[config.mk]
export PLATFORM = sky130hd
export DESIGN_NAME = sample_readout_arbiter
export DESIGN_NICKNAME = d
export VERILOG_FILES = /design/src/rtl/dcfeb_rd_pkg.sv /design/src/rtl/evt_occupancy_cnt.sv /design/src/rtl/sample_readout_arbiter.sv
export SDC_FILE = /design/constraint.sdc
export NUM_CORES = 1
export LEC_CHECK = 0
export CAP_MARGIN = 20
export CORE_UTILIZATION = 29
export CTS_CLUSTER_SIZE = 20
export DETAILED_ROUTE_END_ITERATION = 10
export SKIP_LAST_GASP = 1
export SLEW_MARGIN = 20
export SYNTH_ARGS = -nofsm -noshare
export SYNTH_HDL_FRONTEND = slang
export SYNTH_SLANG_ARGS = --single-unit
[constraint.sdc]
create_clock -name CLK -period 1.8 [get_ports CLK]
set_clock_uncertainty 0.1 [all_clocks]
set_input_delay 0.36 -clock CLK [delete_from_list [all_inputs] [get_ports CLK]]
set_output_delay 0.36 -clock CLK [all_outputs]
set_load 0.01 [all_outputs]
[src/rtl/dcfeb_rd_pkg.sv]
// Shared types and defaults for the DCFEB sample-buffer readout arbiter.
// Holds the FSM state encoding, the grant-owner encoding and the default sizes.
package dcfeb_rd_pkg;

    localparam int EVT_DEPTH_DEF = 16;
    localparam int TMO_CYC_DEF   = 1024;
    localparam int TMO_W_DEF     = 11;

    typedef enum logic [1:0] {
        IDLE      = 2'b00,
        GRANT     = 2'b01,
        WAIT_DONE = 2'b10,
        GAP       = 2'b11
    } rd_state_e;

    typedef enum logic {
        OWN_DAQ  = 1'b0,
        OWN_JTAG = 1'b1
    } rd_owner_e;

    // States in which the transfer engine is told to move data
    function automatic logic is_xfer_state(input rd_state_e s);
        return (s == GRANT) || (s == WAIT_DONE);
    endfunction

endpackage

[src/rtl/evt_occupancy_cnt.sv]
// Occupancy counter for L1A-matched events held in the sample buffer.
// Saturates at DEPTH; a write into a full buffer is reported as a drop.
module evt_occupancy_cnt
    import dcfeb_rd_pkg::*;
#(
    parameter int DEPTH = EVT_DEPTH_DEF,
    parameter int CNT_W = $clog2(EVT_DEPTH_DEF + 1)
) (
    input  logic             CLK,
    input  logic             RST,
    input  logic             inc_i,
    input  logic             dec_i,
    output logic [CNT_W-1:0] cnt_o,
    output logic             empty_o,
    output logic             drop_o,
    output logic             ovfl_o
);

    logic [CNT_W-1:0] cnt_q;
    logic [CNT_W-1:0] cnt_d;
    logic             drop_q;
    logic             drop_d;
    logic             ovfl_q;
    logic             ovfl_d;
    logic             full_s;
    logic             dec_ok_s;

    assign full_s   = (cnt_q == CNT_W'(DEPTH));
    assign dec_ok_s = dec_i && (cnt_q != {CNT_W{1'b0}});

    // Next count; a read freeing a slot in the same cycle cancels the write
    always_comb begin
        cnt_d  = cnt_q;
        drop_d = 1'b0;
        ovfl_d = ovfl_q;
        if (inc_i && dec_ok_s) begin
            cnt_d = cnt_q;
        end else if (inc_i && full_s) begin
            drop_d = 1'b1;
            ovfl_d = 1'b1;
        end else if (inc_i) begin
            cnt_d = cnt_q + CNT_W'(1);
        end else if (dec_ok_s) begin
            cnt_d = cnt_q - CNT_W'(1);
        end else begin
            cnt_d = cnt_q;
        end
    end

    // Count, drop pulse and sticky overflow registers
    always_ff @(posedge CLK or posedge RST) begin
        if (RST) begin
            cnt_q  <= {CNT_W{1'b0}};
            drop_q <= 1'b0;
            ovfl_q <= 1'b0;
        end else begin
            cnt_q  <= cnt_d;
            drop_q <= drop_d;
            ovfl_q <= ovfl_d;
        end
    end

    assign cnt_o   = cnt_q;
    assign empty_o = (cnt_q == {CNT_W{1'b0}});
    assign drop_o  = drop_q;
    assign ovfl_o  = ovfl_q;

endmodule

[src/rtl/sample_readout_arbiter.sv]
// Schedules sample-buffer readout, arbitrating the transfer engine between
// the DAQ trigger path and JTAG slow control, with a per-transfer watchdog.
module sample_readout_arbiter
    import dcfeb_rd_pkg::*;
#(
    parameter int EVT_DEPTH = EVT_DEPTH_DEF,
    parameter int TMO_CYC   = TMO_CYC_DEF,
    parameter int TMO_W     = TMO_W_DEF
) (
    input  logic                             CLK,
    input  logic                             RST,
    input  logic                             L1A_MATCH,
    input  logic                             DAQ_EN,
    input  logic                             JTAG_MODE,
    input  logic                             JTAG_REQ,
    input  logic                             XFER_DONE,
    output logic                             XFER_RDY,
    output logic                             XFER_JTAG,
    output logic                             JTAG_BUSY,
    output logic [$clog2(EVT_DEPTH+1)-1:0]   EVT_CNT,
    output logic                             L1A_DROP,
    output logic                             OVFL,
    output logic                             TMO_ERR
);

    localparam int CNT_W = $clog2(EVT_DEPTH + 1);

    rd_state_e        state_q;
    rd_state_e        state_d;
    rd_owner_e        owner_q;
    rd_owner_e        owner_d;
    logic             pend_q;
    logic             pend_d;
    logic [TMO_W-1:0] wdog_q;
    logic [TMO_W-1:0] wdog_d;
    logic             tmo_err_q;
    logic             tmo_err_d;
    logic             xfer_rdy_q;
    logic             xfer_jtag_q;

    logic             done_s;
    logic             tmo_s;
    logic             dec_s;
    logic             empty_s;

    function automatic logic [TMO_W-1:0] wdog_inc(input logic [TMO_W-1:0] v);
        if (v == {TMO_W{1'b1}}) begin
            return v;
        end else begin
            return v + TMO_W'(1);
        end
    endfunction

    // Completion only counts once the engine has been granted and is running
    assign done_s = (state_q == WAIT_DONE) && XFER_DONE;
    assign tmo_s  = (state_q == WAIT_DONE) && !XFER_DONE &&
                    (wdog_q == TMO_W'(TMO_CYC - 1));
    assign dec_s  = done_s || tmo_s;

    evt_occupancy_cnt #(
        .DEPTH (EVT_DEPTH),
        .CNT_W (CNT_W)
    ) u_occ (
        .CLK     (CLK),
        .RST     (RST),
        .inc_i   (L1A_MATCH),
        .dec_i   (dec_s),
        .cnt_o   (EVT_CNT),
        .empty_o (empty_s),
        .drop_o  (L1A_DROP),
        .ovfl_o  (OVFL)
    );

    // Next-state, owner selection, watchdog and JTAG pending bit
    always_comb begin
        state_d   = state_q;
        owner_d   = owner_q;
        wdog_d    = {TMO_W{1'b0}};
        tmo_err_d = tmo_err_q | tmo_s;

        // A request arriving while the previous one retires is dropped
        if (dec_s && (owner_q == OWN_JTAG)) begin
            pend_d = 1'b0;
        end else if (JTAG_REQ) begin
            pend_d = 1'b1;
        end else begin
            pend_d = pend_q;
        end

        case (state_q)
            IDLE: begin
                if (!empty_s && JTAG_MODE && pend_q) begin
                    state_d = GRANT;
                    owner_d = OWN_JTAG;
                end else if (!empty_s && !JTAG_MODE && DAQ_EN) begin
                    state_d = GRANT;
                    owner_d = OWN_DAQ;
                end else begin
                    state_d = IDLE;
                end
            end
            GRANT: begin
                state_d = WAIT_DONE;
                wdog_d  = {TMO_W{1'b0}};
            end
            WAIT_DONE: begin
                wdog_d = wdog_inc(wdog_q);
                if (dec_s) begin
                    state_d = GAP;
                end else begin
                    state_d = WAIT_DONE;
                end
            end
            GAP: begin
                state_d = IDLE;
            end
            default: begin
                state_d = IDLE;
            end
        endcase
    end

    // State, control and registered engine-facing outputs
    always_ff @(posedge CLK or posedge RST) begin
        if (RST) begin
            state_q     <= IDLE;
            owner_q     <= OWN_DAQ;
            pend_q      <= 1'b0;
            wdog_q      <= {TMO_W{1'b0}};
            tmo_err_q   <= 1'b0;
            xfer_rdy_q  <= 1'b0;
            xfer_jtag_q <= 1'b0;
        end else begin
            state_q     <= state_d;
            owner_q     <= owner_d;
            pend_q      <= pend_d;
            wdog_q      <= wdog_d;
            tmo_err_q   <= tmo_err_d;
            xfer_rdy_q  <= is_xfer_state(state_d);
            xfer_jtag_q <= is_xfer_state(state_d) && (owner_d == OWN_JTAG);
        end
    end

    assign XFER_RDY  = xfer_rdy_q;
    assign XFER_JTAG = xfer_jtag_q;
    assign JTAG_BUSY = pend_q || ((state_q == GRANT) && xfer_jtag_q);
    assign TMO_ERR   = tmo_err_q;

endmodule

==> flow_summary.toml, run 1 <==
[power]
pwr-share-clk_pct = 11.8
netSwitchingPower_mw = 1.093
comb_power_share_pct = 58.3
seqPwrFrac_pct = 29.9
peakVddDrop_mv = 0.7332
intPower_mw = 1.797
power.density_nw_per_um2 = 1421
p_leak_nw = 0.9472
power_switching_share_pct = 37.81

[clock_tree]
clkSlewWorstSetupHoldPaths_ns = 0.09
numClockSinks = 25
numCtsBuffers = 3
clock_path_buffers = 2
clkLatencyLatePin_ns = 0.27
h-tree-depth = 1
cts_tree = "built"
cts_root_buf = "clkbuf_8"
postCtsHoldBufs = 0

[synth]
synth-compound-area-share_pct = 19.36
synth-seq-cells = 25
ys_warn_count = 0
synth_edf_count = 0
synth-seq-area-share_pct = 44.40
synth-simple-area-share_pct = 16.25
syn_inst = 131
synth_top_cell_by_area = "dfrtp_1"
yosysMostFrequentCell = "dfrtp_1"
yosys.area.top_type_share_pct = 44.40
syn-mean-instance-area_um2 = 10.75
synth_fa_ha_area_share_pct = 8.526
synth_top_family_by_area = "compound AO/OA/AOI/OAI gates"
async_reset_ff_share_pct = 100.0
synth.area.top_cells = "dfrtp_1 44%, ha_1 7.1%, nor2_1 3.2%"
syn_nets = 147
synth_xor_area_share_pct = 5.506
yosysUniqueCellTypes = 44
syn_area_um2 = 1409
ys.flop_type = "dfrtp_1"
muxShareOfSynthArea_pct = 2.220
synth_commonest_cells = "25 x dfrtp_1, 12 x nor2_1, 10 x inv_1"

[floorplan]
die_x_um = 71.70
start_util_pct = 31.28
core_um2 = 4504
io_pins = 18
dieArea_um2 = 5141
fp.dieH_um = 71.70
num_rows = 24

[layout]
layout-drive-gt1-share_pct = 36.90
stdcell_count = 239
final_util_pct = 45.17
num-fill-cells = 417
final_nets = 204
diodes = 0
syn_to_final_growth_pct = 44.40

[critical_path]
startpoint_type = "flip-flop"
worstSetupPathType = "reg -> reg"
path_max_fanout = 3
critPathRequiredTime_ns = 1.89
crit_arrival_ns = 1.96
r2r_slack_ns = -0.07
r2r-start = "wdog_q[1]$_DFFE_PP0P_"
ff2ff_path_depth = 7
r2r_end = "XFER_JTAG$_DFF_PP0_"
endpoint_kind = "flip-flop"

[grt]
gr-total-overflow = 0
grt_pass1_vias = 1228
grt_pass1_wl_um = 5540
grt_usage_pct = 13.67
antenna_found_initial = 0
grt_max_degree = 26

[routing]
detail_route.wl_per_cell_um = 14.33
vias = 1224
drt_wl_total_um = 3425
dr.pass1.iters = 4
initialDrtViolationCount = 74
routed_via_density = 5.121
route.antenna.remaining_nets = 0
drc_errors = 0

[sta]
tns_ns = -0.1085
drv_slew = 0
hold_violations = 0
fin_crit_ns = 1.869
max_freq_mhz = 534.9
setup_violations = 4
worst_pin_slew_ns = 0.3337
slew_headroom_pct = 77.75
setup_ws_ns = -0.06943
rsz0062_at_grt = "yes"
final.period_utilization_pct = 103.9

[worst_hold_path]
hp-class = "in -> async"

[placement]
routabilityCongestion = 0.7923
port-buffer-count = 17
hpwl_um = 2488
post-place-cells = 229

[flow_run]
max-cap-violations = 0

[outcome]
violations = "negative setup slack"
status = "finished, violations left"
[power groups by stage]
stage | clock, mW | sequential (mW) | combinational, mW
2_1_floorplan | 0 | 0.890 | 0.769
3_3_place_gp | 0 | 0.852 | 1.47
3_5_place_dp | 0 | 0.861 | 1.52
4_1_cts | 0.353 | 0.853 | 1.56
5_1_grt | 0.374 | 0.890 | 1.84
6_report | 0.342 | 0.864 | 1.68
[cell families after synthesis]
kind of cell / Yosys count
muxes: 3
buffers and inverters: 12
DFF: 25
xor gates and xnor gates: 8
and+or+nand+nor: 43
AOI/OAI and AO/OA: 31
adders and majority gates: 9
[cells in the final DEF, fill, tap and decap left out, types with 2 or more instances in the layout]
| master | n |
|---|---|
| dlygate4sd2_1 | 3 |
| a21oi_1 | 4 |
| inv_2 | 3 |
| mux2i_1 | 2 |
| a21o_1 | 2 |
| clkdlybuf4s50_1 | 11 |
| nand2_1 | 7 |
| ha_1 | 7 |
| clkbuf_8 | 3 |
| and3_1 | 3 |
| a31oi_1 | 2 |
| dfrtp_1 | 23 |
| nand4_1 | 3 |
| nor2_1 | 11 |
| o21ai_0 | 3 |
| buf_4 | 36 |
| xor2_1 | 5 |
| a41oi_1 | 2 |
| nand3_1 | 6 |
| o2bb2ai_1 | 2 |
| dfrtp_2 | 2 |
| dlymetal6s2s_1 | 2 |
| inv_1 | 7 |
[state kept, by name, summed over array words and instances (netlist names)]
register / flops
u_occ.ovfl_o: 1
XFER_RDY: 1
state_q: 2
XFER_JTAG: 1
wdog_q: 11
u_occ.drop_o: 1
TMO_ERR: 1
owner_q: 1
pend_q: 1
u_occ.cnt_o: 5
[through the flow]
stage | total power [mW] | hold slack [ns] | cell area, um^2 | setup WS [ns]
after floorplan | 1.659 | 0.2872 | 1428 | -0.01065
after global placement | 2.320 | 0.3476 | 1881 | -0.4116
after detailed placement | 2.380 | 0.3531 | 1881 | -0.4902
after CTS | 2.765 | 0.3610 | 1949 | -0.07220
after global routing | 3.102 | 0.3974 | 2034 | -0.1809
final | 2.890 | 0.3435 | 2034 | -0.06943
[metal layers]
metal	vias to the layer above	global-route usage, %	part of all wire [%]
met3	2	3.235	2.9
met4	0	2.832	0.32
met1	617	16.67	45
li1	588	-	-
met2	17	24.53	51
met5	-	0	0
[final cells by class]
| class | count | area, um^2 | area share, % |
|---|---|---|---|
| clock buffer | 4 | 45.04 | 2.214 |
| multi-input combinational | 94 | 805.8 | 39.61 |
| timing repair buffer | 54 | 452.9 | 22.26 |
| tap | 52 | 65.06 | 3.198 |
| sequential | 25 | 628.1 | 30.87 |
| inverter | 10 | 37.54 | 1.845 |
[how the worst max path moves through the flow]
stage                            endpoint  cells after the start                        from
2_1_floorplan         XFER_JTAG$_DFF_PP0_                      5  u_occ.cnt_o[0]$_DFFE_PP0P_
3_3_place_gp   u_occ.cnt_o[4]$_DFFE_PP0P_                      7                   L1A_MATCH
3_5_place_dp   u_occ.cnt_o[4]$_DFFE_PP0P_                      7                   L1A_MATCH
4_1_cts               XFER_JTAG$_DFF_PP0_                      7       wdog_q[1]$_DFFE_PP0P_
5_1_grt               XFER_JTAG$_DFF_PP0_                      7       wdog_q[1]$_DFFE_PP0P_
6_report              XFER_JTAG$_DFF_PP0_                      7       wdog_q[1]$_DFFE_PP0P_
[what timing repair did]
item | in CTS | in global routing
setup buffers | 2 | 4
pin swaps | 4 | 10
gates resized for setup | 8 | 13
setup endpoints to repair | 8 | 15
[worst max-delay path, cell delays in order (launching register included)]
cell and delay [ns]:
dfrtp_1 0.37, ha_2 0.19, and4_4 0.26, a41oi_4 0.12
buf_6 0.16, o31ai_4 0.23, xor2_2 0.18, nor3b_2 0.18
(Power assumes the default switching activity.)
==> run 2, diff against run 1 <==
Settings changed: ABC_AREA from default to 1, GPL_ROUTABILITY_DRIVEN from default to 0, SETUP_SLACK_MARGIN from default to 0.2.
==> flow_summary.toml, run 2 <==
[synth]
syn_nets = 183
synth-seq-cells = 25
synth_edf_count = 0
yosysUniqueCellTypes = 32
synth_top_cell_by_area = "dfrtp_1"
syn_inst = 167
synth.area.top_cells = "dfrtp_1 42%, nand2_1 7.4%, ha_1 6.8%"
ys_warn_count = 0
yosys.area.top_type_share_pct = 42.41
syn-mean-instance-area_um2 = 8.833
synth_commonest_cells = "29 x nand2_1, 25 x dfrtp_1, 24 x inv_1"
syn_area_um2 = 1475
synth-seq-area-share_pct = 42.41
yosysMostFrequentCell = "nand2_1"
ys.flop_type = "dfrtp_1"
async_reset_ff_share_pct = 100.0

[clock_tree]
clkLatencyLatePin_ns = 0.27
numClockSinks = 25
cts_root_buf = "clkbuf_8"
clkSlewWorstSetupHoldPaths_ns = 0.09
clock_path_buffers = 2
h-tree-depth = 1
postCtsHoldBufs = 0
cts_tree = "built"
numCtsBuffers = 3

[routing]
detail_route.wl_per_cell_um = 10.87
dr.pass1.iters = 4
drt_wl_total_um = 3064
top_layer = "met4"
route.antenna.remaining_nets = 0
drc_errors = 0
vias = 1249
routed-wl-met3_um = 85
routed_via_density = 4.429
initialDrtViolationCount = 36
dr_wl_met2_um = 1428
wl_met1_um = 1517

[power]
peakVddDrop_mv = 0.6759
p_leak_nw = 0.9968
power_mw = 2.738
power.density_nw_per_um2 = 1327

[floorplan]
io_pins = 18
die_x_um = 73.32
start_util_pct = 30.62
core_um2 = 4817
fp.dieH_um = 73.32
num_rows = 25
dieArea_um2 = 5376

[grt]
gr-total-overflow = 0
grt_pass1_wl_um = 5257
grt_usage_pct = 12.72
antenna_found_initial = 0
grt_max_degree = 26
grt_pass1_vias = 1186

[layout]
multiInputGateArea_um2 = 830.8
final_common_cell = "buf_4"
syn_to_final_growth_pct = 39.86
final_util_pct = 42.83
largest_reg_flops = 11
top_register = "wdog_q"
layout-drive-gt1-share_pct = 33.95
stdcell_count = 282
num-fill-cells = 461
fin_area_um2 = 2063
final_nets = 232
diodes = 0
regArea_um2 = 626.9
layout_common_cells = "27 x buf_4, 24 x dfrtp_1, 24 x nand2_1, 20 x inv_1, 10 x dlygate4sd2_1"

[sta]
setup_violations = 0
hold_violations = 0
final.period_utilization_pct = 92.37
setup_ws_ns = 0.1374
rsz0062_at_grt = "yes"
holdWs_ns = 0.3430
fin_crit_ns = 1.663
worst_pin_slew_ns = 0.3208
drv_slew = 0
tns_ns = 0
max_freq_mhz = 601.5
slew_headroom_pct = 78.61

[critical_path]
critPathMaxStageDelay_ns = 0.39
r2r_slack_ns = 0.14
worstSetupPathType = "reg -> out"
slowest_stage = "dfrtp_1"
r2r-start = "u_occ.cnt_o[0]$_DFFE_PP0P_"
r2r_end = "u_occ.cnt_o[4]$_DFFE_PP0P_"
crit_family = "buffers and inverters"
path_max_fanout = 3
cp_cell_sequence = "buf_4, buf_4, dlygate4sd2_1"
endpoint_kind = "primary output"
worst_path_most_repeated_cell = "buf_4"
ff2ff_path_depth = 8
startpoint_type = "flip-flop"
crit_arrival_ns = 1.20
crit_buf_inv = 3
crit_cells = 3
critPathRequiredTime_ns = 1.34

[worst_hold_path]
hp-class = "in -> async"

[placement]
post-place-cells = 260
hpwl_um = 2183
postPlaceCellArea_um2 = 1799
port-buffer-count = 17
place_ws_ns = -0.2843

[flow_run]
max-cap-violations = 0

[outcome]
status = "finished clean"
## run 2: worst register-to-register path: cells and delay by family, from the launching register on
kind          cells  cell delay (ns)
simple gates      4             0.44
flops             1             0.37
buf+inv           2             0.19
xor+xnor          1             0.14
fa+ha+maj         1             0.38
## run 2: cells by family (layout without fill, tap and decap cells)
logic type,count (synthesis),after routing,share of synthesized area [%]
buffers and inverters,29,77,7.464
AND/OR/NAND/NOR,82,82,32.57
flip-flops,25,25,42.41
adder cells (fa/ha/maj),9,9,8.143
AO/OA/AOI/OAI,17,17,6.446
XOR/XNOR,5,5,2.969
## run 2: layout make-up
class	instances	area share (%)
inverters	28	5.215
repair buffers	45	17.89
clock buffers	4	2.183
flip-flops and latches	25	30.38
well taps	67	4.063
multi-input cells	113	40.27
## run 2: where the power goes
group	internal [mW]	switching, mW	total, mW	leakage, nW
registers	0.727	0.118	0.845	0.314
logic	0.773	0.784	1.56	0.660
clock network	0.158	0.177	0.336	0.0228
## run 2: worst max path at each step
stage,startpoint,end,slack (ns)
2_1_floorplan,u_occ.cnt_o[0]$_DFFE_PP0P_,u_occ.cnt_o[4]$_DFFE_PP0P_,0.21
3_3_place_gp,L1A_MATCH,u_occ.cnt_o[3]$_DFFE_PP0P_,-0.22
3_5_place_dp,L1A_MATCH,u_occ.cnt_o[3]$_DFFE_PP0P_,-0.28
4_1_cts,state_q[1]$_DFF_PP0_,JTAG_BUSY,0.03
5_1_grt,wdog_q[0]$_DFFE_PP0P_,u_occ.cnt_o[1]$_DFFE_PP0P_,0.05
6_report,u_occ.cnt_o[0]$_DFFE_PP0P_,EVT_CNT[0],0.14
## run 2: timing repair
| action | in CTS | in global routing |
|---|---|---|
| setup buffers | 7 | 11 |
| pin swaps | 3 | 9 |
| gates resized for setup | 21 | 20 |
| hold endpoints to repair | 0 | 0 |
| endpoints found under the setup margin | 18 | 12 |
## run 2: per-layer routing
layer / vias up / GRT usage, %
met1: 582 / 18.64
met5: - / 0
met3: 2 / 3.018
li1: 643 / -
met4: 0 / 4.487
met2: 22 / 18.21
